$ cat src/rtl/mc_alu.sv
// Multi-cycle RV64/RV32 R-type ALU with a valid/ready request port and a valid/ready result port.
// Define MC_ALU_MULDIV_EN to build the shift-add multiplier and restoring divider.
module mc_alu #(
  parameter int XLEN = 64,
  parameter int SHW  = $clog2(XLEN)
) (
  input  logic            clk,
  input  logic            rst_n,
  input  logic            in_valid,
  output logic            in_ready,
  input  logic [2:0]      funct3,
  input  logic [6:0]      funct7,
  input  logic [XLEN-1:0] rs1,
  input  logic [XLEN-1:0] rs2,
  output logic            out_valid,
  input  logic            out_ready,
  output logic [XLEN-1:0] rd,
  output logic            illegal
);

  // Handshake: a transfer happens on a rising edge where valid && ready; the
  // producer holds its payload stable from valid-high until that edge.
  localparam logic [6:0] F7_BASE = 7'b0000000;
  localparam logic [6:0] F7_ALT  = 7'b0100000;
  localparam logic [6:0] F7_MD   = 7'b0000001;

  typedef enum logic [1:0] {IDLE = 2'd0, BUSY = 2'd1, DONE = 2'd2} state_t;

  state_t                 state;
  state_t                 state_nx;
  logic [XLEN-1:0]        rd_q;
  logic                   illegal_q;
  logic                   accept;
  logic                   base_legal;
  logic                   md_legal;
  logic                   md_long;
  logic                   busy_last;
  logic [XLEN-1:0]        alu_res;
  logic [XLEN-1:0]        md_result;
  logic [XLEN-1:0]        md_quick;
  logic [SHW-1:0]         shamt;
  logic signed [XLEN-1:0] sra_res;

  assign in_ready  = (state == IDLE);
  assign out_valid = (state == DONE);
  assign rd        = rd_q;
  assign illegal   = illegal_q;
  assign accept    = in_valid && in_ready;
  assign shamt     = rs2[SHW-1:0];
  assign sra_res   = $signed(rs1) >>> shamt;

  always_comb begin
    base_legal = (funct7 == F7_BASE) ||
                 ((funct7 == F7_ALT) && ((funct3 == 3'b000) || (funct3 == 3'b101)));
  end

  always_comb begin
    alu_res = '0;
    case (funct3)
      3'b000:  alu_res = (funct7 == F7_ALT) ? (rs1 - rs2) : (rs1 + rs2);
      3'b001:  alu_res = rs1 << shamt;
      3'b010:  alu_res = {{(XLEN-1){1'b0}}, ($signed(rs1) < $signed(rs2))};
      3'b011:  alu_res = {{(XLEN-1){1'b0}}, (rs1 < rs2)};
      3'b100:  alu_res = rs1 ^ rs2;
      3'b101:  alu_res = (funct7 == F7_ALT) ? sra_res : (rs1 >> shamt);
      3'b110:  alu_res = rs1 | rs2;
      default: alu_res = rs1 & rs2;
    endcase
  end

`ifdef MC_ALU_MULDIV_EN
  localparam logic [XLEN-1:0] MIN_NEG = {1'b1, {(XLEN-1){1'b0}}};

  // MUL: acc = partial product, opa = shifted multiplicand, opb = multiplier.
  // DIV: acc = partial remainder, opa = divisor magnitude, opb = dividend/quotient.
  logic [XLEN-1:0] acc;
  logic [XLEN-1:0] opa;
  logic [XLEN-1:0] opb;
  logic [SHW-1:0]  cnt;
  logic            is_mul;
  logic            is_rem;
  logic            neg_q;
  logic            neg_r;
  logic            div_signed;
  logic            div_zero;
  logic            div_ovf;
  logic [XLEN-1:0] mag1;
  logic [XLEN-1:0] mag2;
  logic [XLEN-1:0] mul_sum;
  logic [XLEN:0]   div_sh;
  logic [XLEN:0]   div_diff;
  logic            div_ok;
  logic [XLEN-1:0] q_next;
  logic [XLEN-1:0] r_next;

  always_comb begin
    md_legal   = (funct7 == F7_MD) && ((funct3 == 3'b000) || funct3[2]);
    div_signed = !funct3[0];
    div_zero   = (rs2 == '0);
    div_ovf    = div_signed && (rs1 == MIN_NEG) && (rs2 == '1);
    md_long    = md_legal && ((funct3 == 3'b000) || (!div_zero && !div_ovf));
    mag1       = (div_signed && rs1[XLEN-1]) ? -rs1 : rs1;
    mag2       = (div_signed && rs2[XLEN-1]) ? -rs2 : rs2;
    md_quick   = div_zero ? (funct3[1] ? rs1 : '1) : (funct3[1] ? '0 : rs1);
    busy_last  = (cnt == '0);
  end

  always_comb begin
    mul_sum   = acc + (opb[0] ? opa : '0);
    div_sh    = {acc, opb[XLEN-1]};
    div_diff  = div_sh - {1'b0, opa};
    div_ok    = !div_diff[XLEN];
    q_next    = {opb[XLEN-2:0], div_ok};
    r_next    = div_ok ? div_diff[XLEN-1:0] : div_sh[XLEN-1:0];
    md_result = is_mul ? mul_sum :
                is_rem ? (neg_r ? -r_next : r_next) :
                         (neg_q ? -q_next : q_next);
  end

  always_ff @(posedge clk) begin
    if (accept && md_long) begin
      acc    <= '0;
      cnt    <= SHW'(XLEN - 1);
      is_mul <= (funct3 == 3'b000);
      is_rem <= funct3[1];
      neg_q  <= div_signed && (rs1[XLEN-1] ^ rs2[XLEN-1]);
      neg_r  <= div_signed && rs1[XLEN-1];
      opa    <= (funct3 == 3'b000) ? rs1 : mag2;
      opb    <= (funct3 == 3'b000) ? rs2 : mag1;
    end else if (state == BUSY) begin
      cnt <= cnt - SHW'(1);
      if (is_mul) begin
        acc <= mul_sum;
        opa <= opa << 1;
        opb <= opb >> 1;
      end else begin
        acc <= r_next;
        opb <= q_next;
      end
    end
  end
`else
  assign md_legal  = 1'b0;
  assign md_long   = 1'b0;
  assign busy_last = 1'b1;
  assign md_result = '0;
  assign md_quick  = '0;
`endif

  always_ff @(posedge clk) begin
    if (!rst_n) begin
      state <= IDLE;
    end else begin
      state <= state_nx;
    end
  end

  always_comb begin
    state_nx = state;
    case (state)
      IDLE:    if (accept) state_nx = md_long ? BUSY : DONE;
      BUSY:    if (busy_last) state_nx = DONE;
      DONE:    if (out_ready) state_nx = IDLE;
      default: state_nx = IDLE;
    endcase
  end

  // rd/illegal are only non-zero while DONE; they are cleared on release or reset.
  always_ff @(posedge clk) begin
    if (!rst_n) begin
      rd_q      <= '0;
      illegal_q <= 1'b0;
    end else begin
      case (state)
        IDLE: begin
          if (accept) begin
            if (base_legal) begin
              rd_q      <= alu_res;
              illegal_q <= 1'b0;
            end else if (md_legal) begin
              rd_q      <= md_long ? '0 : md_quick;
              illegal_q <= 1'b0;
            end else begin
              rd_q      <= '0;
              illegal_q <= 1'b1;
            end
          end
        end
        BUSY: begin
          if (busy_last) rd_q <= md_result;
        end
        DONE: begin
          if (out_ready) begin
            rd_q      <= '0;
            illegal_q <= 1'b0;
          end
        end
        default: begin
          rd_q      <= '0;
          illegal_q <= 1'b0;
        end
      endcase
    end
  end

endmodule

$ cat config.mk
export PLATFORM = sky130hd
export DESIGN_NAME = mc_alu
export DESIGN_NICKNAME = d
export VERILOG_FILES = /design/src/rtl/mc_alu.sv
export SDC_FILE = /design/constraint.sdc
export NUM_CORES = 1
export LEC_CHECK = 0
export ABC_AREA = 1
export BUFFER_PORTS_ARGS = -buffer_cell sky130_fd_sc_hd__buf_4
export CAP_MARGIN = 20
export CELL_PAD_IN_SITES_DETAIL_PLACEMENT = 1
export CELL_PAD_IN_SITES_GLOBAL_PLACEMENT = 2
export CORE_MARGIN = 4
export CORE_UTILIZATION = 28
export DETAILED_ROUTE_END_ITERATION = 8
export HOLD_SLACK_MARGIN = 0.03
export PLACE_DENSITY = 0.88
export SKIP_CTS_REPAIR_TIMING = 1
export SYNTH_ARGS = -nofsm -noshare
export SYNTH_HDL_FRONTEND = slang
export SYNTH_SLANG_ARGS = --single-unit
export TNS_END_PERCENT = 100
$ cat constraint.sdc
create_clock -name clk -period 3.62 [get_ports clk]
set_clock_uncertainty 0.05 [all_clocks]
set_input_delay 0.724 -clock clk [delete_from_list [all_inputs] [get_ports clk]]
set_output_delay 0.724 -clock clk [all_outputs]
set_load 0.01 [all_outputs]
# == Word-level counts from Yosys, hierarchy flattened ==
# Cells that the tools add are included.
# word_totals
reg_bits,67
inputBits,142
output_inout_bits,67
wordCells,48
# op_classes
addsub,2
order_cmp,2
n_eq_ne,11
shifts,3
n_mux,14
bitwise_logic,4
n_reduce_logical,9
# op_table
operator,count
64-bit case mux with 7 select lines,1
64-bit 2-to-1 mux,5
64-bit < comparator,2
64-bit case mux with 2 select lines,1
64-bit adder,1
64-bit bitwise AND,1
64-bit OR,1
64-bit by 6-bit << shifter with 64-bit output,1
64-bit by 6-bit >> shifter with 64-bit output,1
64-bit by 6-bit >>> shifter with 64-bit output,1
64-bit subtractor,1
64-bit XOR,1
"3-bit equality test, second input constant",3
"7-bit by 6-bit equality test with 1-bit output, second input constant",1
7-bit logical NOT,1
"3-bit by 2-bit equality test with 1-bit output, second input constant",2
2-bit case mux with 3 select lines,1
2-bit 2-to-1 mux,2
"2-bit by 1-bit inequality test with 1-bit output, second input constant",2
"3-bit by 1-bit equality test with 1-bit output, second input constant",1
3-bit logical NOT,1
1-bit 2-to-1 mux,3
1-bit case mux with 3 select lines,1
3-bit AND reduction,1
7 further kinds,9

# == Logic depth before layout (Yosys ltp) ==
# Gate-level depths: netlist of run 1.
# depth
depth_word,7
depth_mapped,25
ltp_nobuf,21

# == Worst setup path after synthesis of run 1 ==
# No wires, ideal clock.
# synth_timing
kind,input port to flip-flop
startpoint,in rs2[5]
endpoint,reg rd_q[16] (netlist: rd[16])
setup_time_ps,132
arrival_time_ps,3241
required_time_ps,3438
setup_slack_ps,198
stages,18
n_path_buf,4
path_cell_list,buf_2 -> inv_1 -> clkbuf_1 -> clkbuf_1 -> ha_1 -> buf_2 -> nor2_1 -> and2_1 -> nand3_1 -> nand2_1 -> nand2_1 -> nand2_1 -> o21ai_0 -> or2_2 -> nand3_1 -> nand3_1 -> nand2_1 -> a21oi_1
# synth_between
elab_chain_len,6
elab_cells_between_ends,11
cone_classes,add/sub (2); shift (3); mux (6)
# synth_rtl
item,line,text
"start, declared",14,"input logic [XLEN-1:0] rs2,"
64-bit adder (tied with other cells),60,3'b000: alu_res = (funct7 == F7_ALT) ? (rs1 - rs2) : (rs1 + rs2);
64-bit 2-to-1 mux (on tied branches),"60, 65",
64-bit case mux with 7 select lines *,59,case (funct3)
64-bit 2-to-1 mux *,177,if (base_legal) begin
64-bit 2-to-1 mux *,176,if (accept) begin
64-bit case mux with 2 select lines *,174,case (state)
"end signal, assigned",178,rd_q <= alu_res;
"end signal, assigned",181,rd_q <= md_long ? '0 : md_quick;
"end signal, assigned",190,if (busy_last) rd_q <= md_result;
"end, declared",31,logic [XLEN-1:0] rd_q;
# Mark *: on every way between the ends. The rest lies on a longest branch, timed or not. The select of a mux whose other input is x is not followed.
# A chain may end at the register's enable or synchronous reset.

# == Worst setup path in the final report of run 1 ==
# layout_timing
startpoint,in rs1[34]
endpoint,reg rd_q[35] (netlist: rd[35])
# layout_between
elab_chain_len,6
elab_cells_between_ends,11
cone_classes,add/sub (2); shift (3); mux (6)
# layout_rtl
item,line,text
"start, declared",13,"input logic [XLEN-1:0] rs1,"
64-bit adder (tied with other cells),60,
64-bit 2-to-1 mux (on tied branches),"60, 65",
64-bit case mux with 7 select lines *,59,
64-bit 2-to-1 mux *,177,
64-bit 2-to-1 mux *,176,
64-bit case mux with 2 select lines *,174,
# Marks and branches as above.

==> results of run 1 <==
routing by layer:
metal	share of wire, %	global-route usage, %	wire length (µm)
met1	41	51.2	83200
met2	41	59.1	83300
met3	10	8.46	20500
met4	8.0	25.5	16200
met5	0.028	0	57
placed cells by master (no fill, tap or decap), types with 27 or more instances in the layout:
cell type,n
nand4_1,51
dfxtp_1,66
a21oi_1,307
nand3_1,667
nor3_1,30
buf_12,39
nand2_1,2155
inv_1,800
a211oi_1,27
buf_4,963
o21ai_1,32
o211ai_1,68
ha_1,223
nor2_1,411
o21ai_0,174
per-stage QoR:
step	util, %	power [mW]	area, µm²	TNS [ns]	hold slack (ns)
CTS	37.6	7.33	35300	0	0.418
floorplan	-	3.30	26500	0	0.440
global route	37.6	7.86	35300	0	0.435
detailed placement	37.3	6.24	34900	-1.51	0.408
global placement	37.3	6.17	34900	-0.693	0.404
finish	37.6	7.53	35300	0	0.417
cell type report:
cell class                      count  area (µm²)
Antenna cell                        4        10.0
Tap cell                         1254        1570
Multi-Input combinational cell   4334       21000
Timing Repair Buffer             1002        8010
Inverter                          810        3050
Fill cell                       13300       58500
Sequential cell                    66        1320
Clock inverter                      6        70.1
Clock buffer                       10         239
sequential cells by signal (all words and copies together), names as in the netlist:
name / flops
rd: 64
state: 1
illegal: 1
where the power goes:
part | internal [mW] | total [mW] | switching [mW] | leakage [nW]
registers | 0.729 | 0.733 | 0.00372 | 0.532
logic | 1.93 | 5.72 | 3.79 | 19.4
clock network | 0.561 | 1.07 | 0.510 | 0.154
how the worst min path moves through the flow:
stage | from | endpoint | slack [ns] | cells past startpoint
global route | rd[16] | rd[16] | 0.44 | 2
global placement | rd[33] | rd[33] | 0.40 | 2
floorplan | illegal | illegal | 0.44 | 2
CTS | rd[16] | rd[16] | 0.42 | 2
detailed placement | rd[16] | rd[16] | 0.41 | 2
finish | rd[16] | rd[16] | 0.42 | 2
synth_stat cells, types with 2 or more instances:
master	n	area, µm²
a211oi_1	27	203
a21oi_1	307	1540
a221oi_1	4	35.0
a31oi_1	10	62.6
and2_1	21	131
and3_1	2	12.5
buf_1	61	229
buf_2	96	480
buf_4	3	22.5
buf_6	13	146
clkbuf_1	87	327
clkbuf_2	6	30.0
dfxtp_1	66	1320
fa_1	2	40.0
ha_1	224	2800
inv_1	805	3020
inv_2	4	15.0
mux2i_1	14	140
nand2_1	2155	8090
nand3_1	668	3340
nand3b_1	10	75.1
nand4_1	51	319
nor2_1	415	1560
nor2_2	5	31.3
nor3_1	30	150
nor3_2	3	30.0
nor4_1	9	56.3
o2111ai_1	2	17.5
o211ai_1	68	510
o21a_1	21	158
o21ai_0	175	876
o21ai_1	32	160
o21ai_2	4	35.0
o21bai_1	19	143
o221ai_1	18	158
o22ai_1	9	56.3
o31ai_1	3	22.5
or2_1	2	12.5
or2_2	14	87.6
xor2_1	5	43.8
worst register-to-register path: cells and delay by family (launching register included):
kind	cells	cell delay [ns]
buf+inv	3	0.45
compound gates	3	0.87
simple gates	4	0.90
flops	1	0.36
cell families (layout without fill, tap and decap cells):
logic type,Yosys count,after routing,share of synthesized area (%)
other cells,0,4,0
mux,14,14,0.528
compound gates,703,703,15.1
xor+xnor,5,5,0.165
buf+inv,1077,1828,16.2
flops,66,66,4.98
fa+ha+maj,226,226,10.7
simple gates,3386,3386,52.4
==> key figures, run 1 <==
Critical path
  • Crit-path most repeated cell: nand2_1
  • CP Launch Type: primary input
  • Crit path cell chain: buf_4, inv_1, ha_1, o21ai_0, inv_1, nand2_1, inv_1, nand2_1, buf_4, inv_1, nand2_1, nand2_1, nand4_1, nand3_1, nand2_1, nand2_1, a21oi_1
  • Reg2Reg Launch Point: state[1]
  • Critical Path Max Stage Delay: 0.56 ns
  • Worst Path Buf+Inv: 6
  • R2R setup slack: 0.93 ns
  • Crit path depth: 17
  • CP delay by family, top: simple AND/OR/NAND/NOR gates
  • R2R cell count: 10
  • Critical path endpoint: rd[35]
  • Worst-path fanout max: 6
  • Worst EP required: 3.91 ns
  • Slowest cell on crit path: o21ai_0
  • Setup Crit Path Kind: primary input to register
  • Critical path endpoint category: register
  • Worst Path Arrival: 3.79 ns
  • R2R Path End: rd[0]
  • Critical Path Source: rs1[34]

Die
  • Ports: 209
  • Core area: 0.0937 mm²
  • Row count: 112
  • DIE WIDTH: 316 µm
  • Chip height: 316 µm
  • Initial Util: 28.3%
  • Full die area: 0.0998 mm²

Clock tree
  • CTS tree: done
  • H-tree depth: 3
  • Root buffer cell: clkbuf_16
  • Clk buf depth: 2
  • TritonCTS Buffers: 9
  • CTS sink cnt: 66
  • Reg clk slew, reported paths: 0.07 ns
  • Skew-Pair Late Insertion Delay: 0.41 ns

Place
  • Placer Congestion: 1.09
  • Pre-CTS setup slack: -0.192 ns
  • I/O Buffers: 208
  • Hpwl dp: 175000 µm
  • Cells after DPL: 7466

Synth
  • Synth Cell Area: 0.0265 mm²
  • Sequential-to-total area share from yosys stat: 4.98%
  • Ys flop type: dfxtp_1
  • EDFF count, synth: 0
  • Number of synthesis warnings: 0
  • Syn nets: 5845
  • Syn_area_per_cell: 4.85 µm²
  • Synth cell types: 47
  • Post-synth ARST share: 0%
  • Synth Instances: 5477
  • Register bit count reported by yosys: 66

Route
  • DR vias/cell: 5.53
  • Drt first-iter violations: 5016
  • DRT Pass-1 Iters: 6
  • DRC Markers: 0
  • DR WL/cell: 27.2 µm
  • Vias: 41400
  • Routed Antenna Nets: 0
  • Detailed Route WL: 203000 µm

Power and ir drop
  • Leak: 20.1 nW
  • Maximum vdd drop: 0.310 mV
  • Power Density: 213 mW/mm²

STA
  • Final hold violations: 0
  • Pins over their slew limit: 0
  • Final setup fails: 0
  • Slew margin rel.: 29.2%
  • Fin crit period: 3.51 ns
  • Max Clock Freq: 285 MHz
  • Period utilization: 96.9%
  • Worst slew pin tran: 1.06 ns
  • RSZ-0062 raised after global routing: no
  • Worst Slack Setup Final: 0.113 ns

Global routing
  • Largest net degree at the start of global routing: 137
  • First-pass GRT wire length: 284000 µm
  • Tot GR Track Use: 39.5%
  • Gr ovfl total: 0
  • Initial antenna violation count: 14
  • Vias in the first global route: 40700

Layout
  • # nets final: 6591
  • Area delta synth->final: 32.8%
  • Layout cells sized above 1: 17.1%
  • Final Instance Count excl. Fillers: 7486

Worst hold path
  • Worst Hold Class: register to register

Run
  • MaxCap Viol Count: 0

Status
  • Status: finished, final reports clean
Note: power is estimated with default switching activity, not from simulation.
==> run 2, diff against run 1 <==
--- a/config.mk
+++ b/config.mk
@@ -11,10 +11,10 @@
 export CELL_PAD_IN_SITES_DETAIL_PLACEMENT = 1
 export CELL_PAD_IN_SITES_GLOBAL_PLACEMENT = 2
 export CORE_MARGIN = 4
-export CORE_UTILIZATION = 28
+export CORE_UTILIZATION = 31
 export DETAILED_ROUTE_END_ITERATION = 8
 export HOLD_SLACK_MARGIN = 0.03
-export PLACE_DENSITY = 0.88
+export PLACE_DENSITY = 0.92
 export SKIP_CTS_REPAIR_TIMING = 1
 export SYNTH_ARGS = -nofsm -noshare
 export SYNTH_HDL_FRONTEND = slang
==> constraint.sdc (replaced) <==
create_clock -name clk -period 3.4 [get_ports clk]
set_clock_uncertainty 0.05 [all_clocks]
set_input_delay 0.68 -clock clk [delete_from_list [all_inputs] [get_ports clk]]
set_output_delay 0.68 -clock clk [all_outputs]
set_load 0.01 [all_outputs]
==> run 2 against run 1 <==
Clock-buffer cell count is the same. Sequential power grew 6.4%. Global-route usage grew 4.0 points. Flip-flop and latch count is the same. Critical path type unchanged. Largest cell class unchanged. Register-to-register slack gained 0.08 ns. Highest routed layer unchanged. Clock power grew 22%.
==> key figures, run 2 (synthesized netlist as in run 1, its figures left out) <==
Critical path
  • CP delay by family, top: simple AND/OR/NAND/NOR gates (unchanged)
  • Worst EP required: 3.63 ns (was 3.91 ns)
  • Setup Crit Path Kind: primary input to register (unchanged)
  • Worst-path fanout max: 3 (was 6)
  • Crit path cell chain: buf_4, clkinv_2, ha_1, nor2_1, buf_4, nand2_1, nand3_1, nand2_1, nand3_1, buf_4, nand2_1, nand2_1, nand3b_1, nand3_1, nand2_1, nand3_1, nand2_1, nand2_1, a21oi_1 (was buf_4, inv_1, ha_1, o21ai_0, inv_1, nand2_1, inv_1, nand2_1, buf_4, inv_1, nand2_1, nand2_1, nand4_1, nand3_1, nand2_1, nand2_1, a21oi_1)
  • Critical path endpoint category: register (unchanged)
  • R2R cell count: 10 (unchanged)
  • Worst Path Buf+Inv: 4 (was 6)
  • Worst Path Arrival: 3.59 ns (was 3.79 ns)
  • Reg2Reg Launch Point: state[1] (unchanged)
  • Slowest cell on crit path: nor2_1 (was o21ai_0)
  • CP Launch Type: primary input (unchanged)
  • Critical Path Max Stage Delay: 0.36 ns (was 0.56 ns)
  • R2R Path End: rd[0] (unchanged)
  • Crit-path most repeated cell: nand2_1 (unchanged)
  • R2R setup slack: 1.01 ns (was 0.93 ns)

STA
  • Pins over their slew limit: 0 (unchanged)
  • Max Clock Freq: 297 MHz
  • Worst slew pin tran: 1.09 ns (was 1.06 ns)
  • Hold WS: 0.420 ns (was 0.417 ns)
  • Worst Slack Setup Final: 0.0370 ns (was 0.113 ns)
  • Final hold violations: 0 (unchanged)
  • RSZ-0062 raised after global routing: yes (was no)
  • Slew margin rel.: 27.2% (was 29.2%)
  • Final setup fails: 0 (unchanged)
  • Period utilization: 98.9%
  • Fin crit period: 3.36 ns
  • TNS Setup: 0 ns (unchanged)

Route
  • DRT Pass-1 Iters: 6 (unchanged)
  • Vias: 41900 (was 41400)
  • DRC Markers: 0 (unchanged)
  • Routed Antenna Nets: 0 (unchanged)
  • Drt first-iter violations: 5061 (was 5016)
  • DR WL/cell: 27.4 µm (was 27.2 µm)
  • Detailed Route WL: 205000 µm (was 203000 µm)
  • DR vias/cell: 5.62 (was 5.53)

Worst hold path
  • Worst Hold Class: register to register (unchanged)
  • Endpoint, Worst Hold: rd[48] (was rd[16])
  • Hold Startpoint: rd[48] (was rd[16])
  • Hold depth: 2 (unchanged)

Layout
  • Final Instance Area: 0.0360 mm² (was 0.0353 mm²)
  • Largest register FFs: 64 (unchanged)
  • Commonest non-fill, non-tap cell in the layout: nand2_1 (unchanged)
  • # nets final: 6688 (was 6591)
  • Layout cells sized above 1: 18.5% (was 17.1%)
  • Area delta synth->final: 35.4% (was 32.8%)
  • Post-layout util: 42.3% (was 37.6%)
  • Final Instance Count excl. Fillers: 7469 (was 7486)
  • ANT cells: 0 (was 4)
  • Commonest non-fill, non-tap cells in the layout: 2155 x nand2_1, 1057 x buf_4, 800 x inv_1, 666 x nand3_1, 406 x nor2_1 (was 2155 x nand2_1, 963 x buf_4, 800 x inv_1, 667 x nand3_1, 411 x nor2_1)

Die
  • Full die area: 0.0904 mm² (was 0.0998 mm²)
  • Core area: 0.0850 mm² (was 0.0937 mm²)
  • DIE WIDTH: 301 µm (was 316 µm)
  • Ports: 209 (unchanged)
  • Chip height: 301 µm (was 316 µm)
  • Initial Util: 31.2% (was 28.3%)
  • Row count: 107 (was 112)

Clock tree
  • Skew-Pair Late Insertion Delay: 0.39 ns (was 0.41 ns)
  • CTS sink cnt: 66 (unchanged)
  • Clk buf depth: 2 (unchanged)
  • CTS tree: done (unchanged)
  • Root buffer cell: clkbuf_16 (unchanged)
  • TritonCTS Buffers: 9 (unchanged)
  • Reg clk slew, reported paths: 0.07 ns (about the same)
  • H-tree depth: 3 (unchanged)

Power and ir drop
  • Power Density: 231 mW/mm² (was 213 mW/mm²)
  • Maximum vdd drop: 0.282 mV (was 0.310 mV)
  • Leak: 20.7 nW (was 20.1 nW)
  • Total chip power: 8.30 mW (was 7.53 mW)

Place
  • Placer Congestion: 1.12 (was 1.09)
  • Cells after DPL: 7453 (was 7466)
  • I/O Buffers: 208 (unchanged)
  • Hpwl dp: 175000 µm (about the same)
  • Placed cell area: 0.0356 mm² (was 0.0349 mm²)
  • Pre-CTS setup slack: -0.267 ns (was -0.192 ns)

Global routing
  • Gr ovfl total: 0 (unchanged)
  • Tot GR Track Use: 43.5% (was 39.5%)
  • Largest net degree at the start of global routing: 137 (unchanged)
  • Vias in the first global route: 41000 (was 40700)
  • First-pass GRT wire length: 285000 µm (was 284000 µm)
  • Initial antenna violation count: 5 (was 14)

Status
  • Status: finished, final reports clean (unchanged)

Run
  • MaxCap Viol Count: 0 (unchanged)
run 2: changes by cell type in the layout (fill, tap and decap cells not counted), sizes merged:
cell / before / now
buf: 1002 / 1099
bufinv: 1 / 3
diode: 4 / 0
inv: 812 / 810
run 2: metal layers:
metal  global-route usage (%)  vias to the layer above  wire, µm  share of wire (%)
li1                         -                    18900         -                  -
met1                     54.5                    20100     81500                 40
met2                     63.8                     2303     82300                 40
met3                     13.7                      561     23600                 12
met4                     28.9                        8     17000                8.3
met5                     1.46                        -       220               0.11
run 2: area by class of cell:
cell class | count | area (µm²)
repair buffers | 1099 | 8780
fillers | 12400 | 49100
flip-flops and latches | 66 | 1320
multi-input cells | 4334 | 21000
clock buffers | 10 | 239
well taps | 1144 | 1430
inverters | 810 | 3050
clock inverters | 6 | 113
run 2: tightest hold or removal path: cells and delay by family, from the launching register on:
family          cells  cell delay [ns]
flops               1             0.31
simple gates        1             0.06
compound gates      1             0.06
run 2: where the power goes:
group	leakage [nW]	switching [mW]	internal, mW	total [mW]
Clock	0.173	0.565	0.743	1.31
Sequential	0.532	0.00432	0.776	0.780
Combinational	19.9	4.07	2.14	6.21
run 2: worst max path at each step:
stage	end	depth (start not counted)	startpoint
CTS	rd[25]	19	rs1[20]
global route	rd[27]	19	rs1[26]
detailed placement	rd[25]	19	rs1[20]
floorplan	rd[16]	18	rs2[5]
global placement	rd[62]	17	rs2[2]
finish	rd[35]	19	rs2[1]
